`config.mk`:
```
export PLATFORM = sky130hd
export DESIGN_NAME = regfile_multiport
export DESIGN_NICKNAME = d
export VERILOG_FILES = /design/src/rtl/regfile_multiport.sv
export SDC_FILE = /design/constraint.sdc
export NUM_CORES = 2
export LEC_CHECK = 0
export CORE_ASPECT_RATIO = 0.8
export CORE_UTILIZATION = 58
export CTS_CLUSTER_SIZE = 16
export DETAILED_ROUTE_END_ITERATION = 10
export PLACE_DENSITY = 0.71
export SKIP_LAST_GASP = 1
export SLEW_MARGIN = 40
export SYNTH_ARGS = -nofsm -noshare
export SYNTH_HDL_FRONTEND = slang
export SYNTH_SLANG_ARGS = --single-unit
export TNS_END_PERCENT = 1
```
`constraint.sdc`:
```
create_clock -name clk -period 5.5 [get_ports clk]
set_input_delay 0.55 -clock clk [delete_from_list [all_inputs] [get_ports clk]]
set_output_delay 0.55 -clock clk [all_outputs]
set_load 0.05 [all_outputs]
```
`src/rtl/regfile_multiport.sv`:
```
// Multiport integer register file for the decode stage: NRD read ports, one
// write port, hardwired x0, optional write bypass, pending-write scoreboard.
module regfile_multiport #(
   parameter int XLEN   = 64,
   parameter int NREGS  = 32,
   parameter int AW     = 5,
   parameter int NRD    = 2,
   parameter int BYPASS = 1
) (
   input  logic                clk,
   input  logic                rst,
   input  logic [NRD*AW-1:0]   rd_addr,
   output logic [NRD*XLEN-1:0] rd_data,
   output logic [NRD-1:0]      rd_pending,
   input  logic                wr_en,
   input  logic [AW-1:0]       wr_addr,
   input  logic [XLEN-1:0]     wr_data,
   input  logic                alloc_en,
   input  logic [AW-1:0]       alloc_addr,
   output logic                init_busy
);

   typedef enum logic {
      ST_CLEAR,
      ST_READY
   } state_t;

   localparam logic [AW-1:0] LAST = AW'(NREGS - 1);
   localparam logic          BYP  = (BYPASS != 0);

   state_t            r_state;
   state_t            w_next;
   logic [AW-1:0]     r_cnt;
   logic [XLEN-1:0]   r_regs [NREGS];
   logic [NREGS-1:0]  r_pend;
   logic [NREGS-1:0]  w_pend_nxt;
   logic              w_ready;
   logic              w_last;
   logic              w_wr;

   // State register
   always_ff @(posedge clk) begin
      if (rst) begin
         r_state <= ST_CLEAR;
      end else begin
         r_state <= w_next;
      end
   end

   // Next-state logic
   always_comb begin
      w_next = r_state;
      unique case (r_state)
         ST_CLEAR: if (w_last) w_next = ST_READY;
         ST_READY: w_next = ST_READY;
      endcase
   end

   // Output decode
   always_comb begin
      w_ready   = (r_state == ST_READY);
      init_busy = ~w_ready;
   end

   assign w_last = (r_cnt == LAST);
   assign w_wr   = w_ready & wr_en & (wr_addr != '0);

   always_ff @(posedge clk) begin
      if (rst) begin
         r_cnt <= '0;
      end else if (!w_ready) begin
         r_cnt <= r_cnt + AW'(1);
      end
   end

   // Clear sequencer owns the write port until the file is ready
   always_ff @(posedge clk) begin
      if (!rst) begin
         if (!w_ready) begin
            r_regs[r_cnt] <= '0;
         end else if (w_wr) begin
            r_regs[wr_addr] <= wr_data;
         end
      end
   end

   // A same-edge alloc beats the retiring write: a newer producer exists
   always_comb begin
      w_pend_nxt = r_pend;
      if (wr_en) w_pend_nxt[wr_addr] = 1'b0;
      if (alloc_en) w_pend_nxt[alloc_addr] = 1'b1;
      w_pend_nxt[0] = 1'b0;
   end

   always_ff @(posedge clk) begin
      if (rst) begin
         r_pend <= '0;
      end else if (w_ready) begin
         r_pend <= w_pend_nxt;
      end
   end

   for (genvar i = 0; i < NRD; i++) begin : g_rd
      logic [AW-1:0] w_a;
      logic          w_zero;
      logic          w_hit;

      assign w_a    = rd_addr[i*AW +: AW];
      assign w_zero = (w_a == '0) | ~w_ready;
      assign w_hit  = BYP & wr_en & (wr_addr == w_a);

      assign rd_data[i*XLEN +: XLEN] =
         w_zero ? '0 :
         w_hit  ? wr_data :
                  r_regs[w_a];

      assign rd_pending[i] = ~w_zero & r_pend[w_a] & ~w_hit;
   end

endmodule
```
# --- Word level (Yosys, flattened, before mapping) ---
# Memory sizes are Yosys's and may differ from the RTL's.
# Cells that the tools add are included.
word_totals:
  reg_bits: 37
  ramBits: 2048
  inputBits: 88
  output_inout_bits: 131
  word_cells: 64
  memories: 1
memory_table:
  columns: ["name", "depth", "word_bits", "read_ports", "rd_clocked_by_memory_dff", "wr", "line_no", "source"]
  rows:
  - ["r_regs", 32, 64, 2, 0, 1, "34", "logic [XLEN-1:0] r_regs [NREGS];"]
classes:
  n_addsub: 1
  n_lt_le_gt_ge: 6
  n_eq_ne: 3
  mux: 26
  n_bitwise: 18
  n_reduce_logical: 6
ops:
  columns: ["op", "n"]
  rows:
  - ["$mux 64", 5]
  - ["$mux 32", 2]
  - ["$reduce_or 64->1", 1]
  - ["$and 32x32->32", 1]
  - ["$not 32->32", 1]
  - ["$or 32x32->32", 1]
  - ["$lt 5x6->1 const B", 4]
  - ["$mux 1", 13]
  - ["$bmux 1 s5", 2]
  - ["$demux 1 s5", 2]
  - ["$eq 5x5->1", 2]
  - ["$ge 5x1->1 const B", 2]
  - ["$logic_not 5->1", 2]
  - ["$and 1x1->1", 8]
  - ["$add 5x1->5 const B", 1]
  - ["$eq 5x5->1 const B", 1]
  - ["$mux 5", 1]
  - ["$not 1->1", 5]
  - ["$reduce_bool 5->1", 1]
  - ["$logic_and 1x1->1", 2]
  - ["$or 1x1->1", 2]
  - ["$pmux 1 s2", 1]

# --- Logic depth before layout (Yosys ltp) ---
depth:
  depth_word: 9
  mapped_depth: 11

# --- Worst setup path before layout ---
# Ideal clock, no wire load.
synth_path:
  path_type: "input-to-reg"
  from: "input port wr_en"
  to: "memory r_regs[28][0], enable pin"
  setup_ns: 0.487
  arrival_time_ns: 4.569
  setup_slack_ns: 0.444
  cell_stages: 6
  path_cell_list: "buf_1 > nand2_1 > a211oi_2 > clkbuf_1 > a41oi_1 > nor2_1"
synth_between:
  elab_chain_cells: 8
  elab_cells_between_ends: 9
synth_rtl:
  columns: ["element", "line_no", "source"]
  rows:
  - ["start, declared", "15", "input logic wr_en,"]
  - ["$and 1x1->1 (*) (2 in a row)", "66", "assign w_wr = w_ready & wr_en & (wr_addr != '0);"]
  - ["$mux 1 (*)", "81", "end else if (w_wr) begin"]
  - ["$mux 1 (*)", "79", "if (!w_ready) begin"]
  - ["$mux 1 (*)", "78", "if (!rst) begin"]
  - ["$mux 1 (not written as such) (*)", "82", "r_regs[wr_addr] <= wr_data;"]
  - ["$reduce_or 64->1 (no source line)", null, null]
  - ["$mux 5 (no source line) / $mux 1 (equally long branches)", null, null]
  - ["end, declared", "34", null]
# Every way passes the cells marked *; elsewhere a longest branch is shown, timed or not.

# --- Worst setup path in the final report ---
layout_path:
  from: "input port wr_addr[2]"
  to: "output port rd_data[84]"
layout_between:
  elab_chain_cells: 4
layout_rtl:
  columns: ["element", "line_no", "source"]
  rows:
  - ["start, declared", "16", "input logic [AW-1:0] wr_addr,"]
  - ["$eq 5x5->1", "110", "assign w_hit = BYP & wr_en & (wr_addr == w_a);"]
  - ["$and 1x1->1", "110", null]
  - ["$mux 64", "114", "w_hit ? wr_data :"]
  - ["$mux 64", "113", "w_zero ? '0 :"]
  - ["end, declared", "13", "output logic [NRD*XLEN-1:0] rd_data,"]
# No other way between the ends.

==> metrics.cfg <==
[global_routing]
track_usage_pct=34.2
overflow=0
grt_pass1_vias=56290
grt_antenna_before_repair=2
grt_max_degree=132
grt_pass1_wl_mm=402

[routing]
vias=57102
first_iter_violations=8875
drt-wirelength-per-cell_um=38.2
postRouteAntennaNets=0
drt_first_pass_iters=6
via_per_inst=7.68
routed_wl_mm=284
drc_errors=0

[power]
p_sw_mw=7.20
p_leak_nw=30.3
power.share.switching_pct=21.7
p_int_mw=26.0
share_comb_of_total_power_pct=6.0
pwr-share-seq_pct=52.3
clock_power_share_pct=41.7
p_total_mw=33.2
irDropWorstVdd_mv=0.328
powerDensity_nw_per_um2=306

[sta]
fin_worst_skew_ns=0.0196
post-route-period-util_pct=88.9
rsz0062_at_grt=no
hold_violations=0
finalCriticalPeriod_ns=4.89
slew_viol_final=0
fin_tns_setup_ns=0
setup_violations=0
tightest_slew_ns=0.947
worst_slack_ns=0.608
fmaxAchievable_mhz=204
slew-limit-headroom_pct=36.9

[critical_path]
crit_family=buffers and inverters
worst_ep_required_time_ns=4.95
path_cells=clkdlybuf4s50_1 > xnor2_1 > nand4_1 > o21ai_4 > buf_4 > buf_4 > nor3_1 > a22o_1 > clkdlybuf4s50_1
r2r_slack_ns=1.50
worstSetupStartpointType=input port
cp_slowest_stage_delay_ns=0.75
cp_max_fo=14
crit_path_end_kind=output port
critPathBufInv=4
arrival_ns=4.34
slowest_stage=clkdlybuf4s50_1
crit_type=input port to output port

[clock_tree]
cts_buffers=200
clk_latency_ns=0.83
cts_resized=0
tritoncts=built
clk_path_buf_depth=3
clkTransAtPathRegs_ns=0.06
clock-sinks=2085
ctsRootBufferMaster=clkbuf_16
ctsHoldBuffers=0
htree_levels=4
post_cts_buffers=0

[yosys]
syn-num-nets=4968
netlist_area_um2=95700
syn_inst=4878
yosysWarnings=0
ys.flop_type=edfxtp_1
synth_edf_count=2048
avgSynthCellArea_um2=19.6
ys_seq_area_share_pct=65.0
synth_cell_types=61
async_flop_share_pct=0
ys_seq_elements=2085

[place]
portBuffers=218
dp_slack_ns=0.700
placed_area_um2=102000
gp_congestion=0.843
post-dp-hpwl_mm=157

[floorplanning]
die_h_um=365
fp.coreArea_um2=163000
die_w_um=456
pin_count=219
initial_utilization_pct=58.8
dieArea_um2=167000
fp-row-count=132

[finish]
final_area_um2=108000
layout_commonest_cell=edfxtp_1
area_growth_pct=13.1
nNetsFinal=5207
drive_gt1_share_pct=32.7
utilization_pct=66.5
mostFrequentLayoutCells=2048 x edfxtp_1, 994 x mux4_2, 428 x o22ai_1, 210 x buf_4, 206 x clkbuf_16

[hold_path]
hold_class=flip-flop to flip-flop

[flow_run]
cap_violations=0

[outcome]
status=finished clean

[worst paths after layout]
check,from,endpoint,cells after the start
max reg2reg,r_state,r_regs[3][16],7
max,wr_addr[2],rd_data[84],9
min,r_pend[17],r_pend[17],2
min reg2reg,r_pend[17],r_pend[17],2
[routing by layer]
layer  share of wire [%]  wire length (µm)  global-route usage (%)
met1                  36            103000                    47.8
met2                  47            133000                    53.0
met3                  12             34500                    7.33
met4                 4.6             13000                    14.6
met5                   0                 0                       0
[sequential cells by signal, summed over array words and instances, names as in the netlist]
name / cells
r_state: 1
r_pend: 31
r_regs: 2048
r_cnt: 5
[cell usage after synthesis, types with 5 or more instances]
master | count | area share, %
a21oi_1 | 66 | 0.35
or3_1 | 9 | 0.059
buf_4 | 43 | 0.34
clkbuf_1 | 205 | 0.80
mux4_2 | 994 | 23
nand3b_1 | 5 | 0.039
mux2_2 | 10 | 0.12
dfxtp_1 | 37 | 0.77
buf_6 | 7 | 0.082
o221ai_1 | 58 | 0.53
o22ai_1 | 428 | 2.8
o21ai_0 | 36 | 0.19
a31oi_1 | 8 | 0.052
a211o_1 | 7 | 0.064
xnor2_1 | 10 | 0.092
a22o_1 | 98 | 0.90
a221o_1 | 11 | 0.12
nor3_1 | 76 | 0.40
nor3b_1 | 7 | 0.055
a32o_1 | 5 | 0.052
nand2_1 | 67 | 0.26
and2_1 | 75 | 0.49
nor2_1 | 116 | 0.45
nor2b_1 | 6 | 0.039
buf_1 | 25 | 0.098
buf_2 | 128 | 0.67
nand2b_1 | 9 | 0.059
mux2i_1 | 143 | 1.5
edfxtp_1 | 2048 | 64
nor4_1 | 53 | 0.35
inv_1 | 11 | 0.043
nand3_1 | 22 | 0.12
[worst min-delay path, delay by kind of cell, from the launching register on]
kind,cells,cell delay (ns)
DFF,1,0.32
AOI/OAI and AO/OA,2,0.13
[kinds of logic after synthesis]
logic type | share of synthesized area, %
fa+ha+maj | 0.0261
simple gates | 2.46
mux | 25.0
xor+xnor | 0.119
buf+inv | 2.05
compound gates | 5.31
flops | 65.0
[power by group through the flow]
stage	clock, mW	combinational, mW	sequential, mW
2_1_floorplan	0	1.28	17.7
3_3_place_gp	0	1.95	17.7
3_5_place_dp	0	1.96	17.7
4_1_cts	13.9	1.97	17.3
5_1_grt	14.5	2.06	17.4
6_report	13.8	1.99	17.4
[per-stage QoR]
stage,hold WS (ns),cells
after floorplan,0.460,4878
after global placement,0.470,7045
after detailed placement,0.480,7056
after CTS,0.458,7426
after global routing,0.514,7431
final,0.489,7433
[area by class of cell]
| cell class | instances | area (µm²) |
|---|---|---|
| fillers | 10498 | 54600 |
| clock inverters | 126 | 1170 |
| clock buffers | 244 | 5300 |
| inverters | 11 | 41.3 |
| repair buffers | 446 | 4740 |
| well taps | 2144 | 2680 |
| diodes | 4 | 10.0 |
| flip-flops and latches | 2085 | 62200 |
| multi-input cells | 2373 | 32100 |
Power figures use the tool's default switching activity.
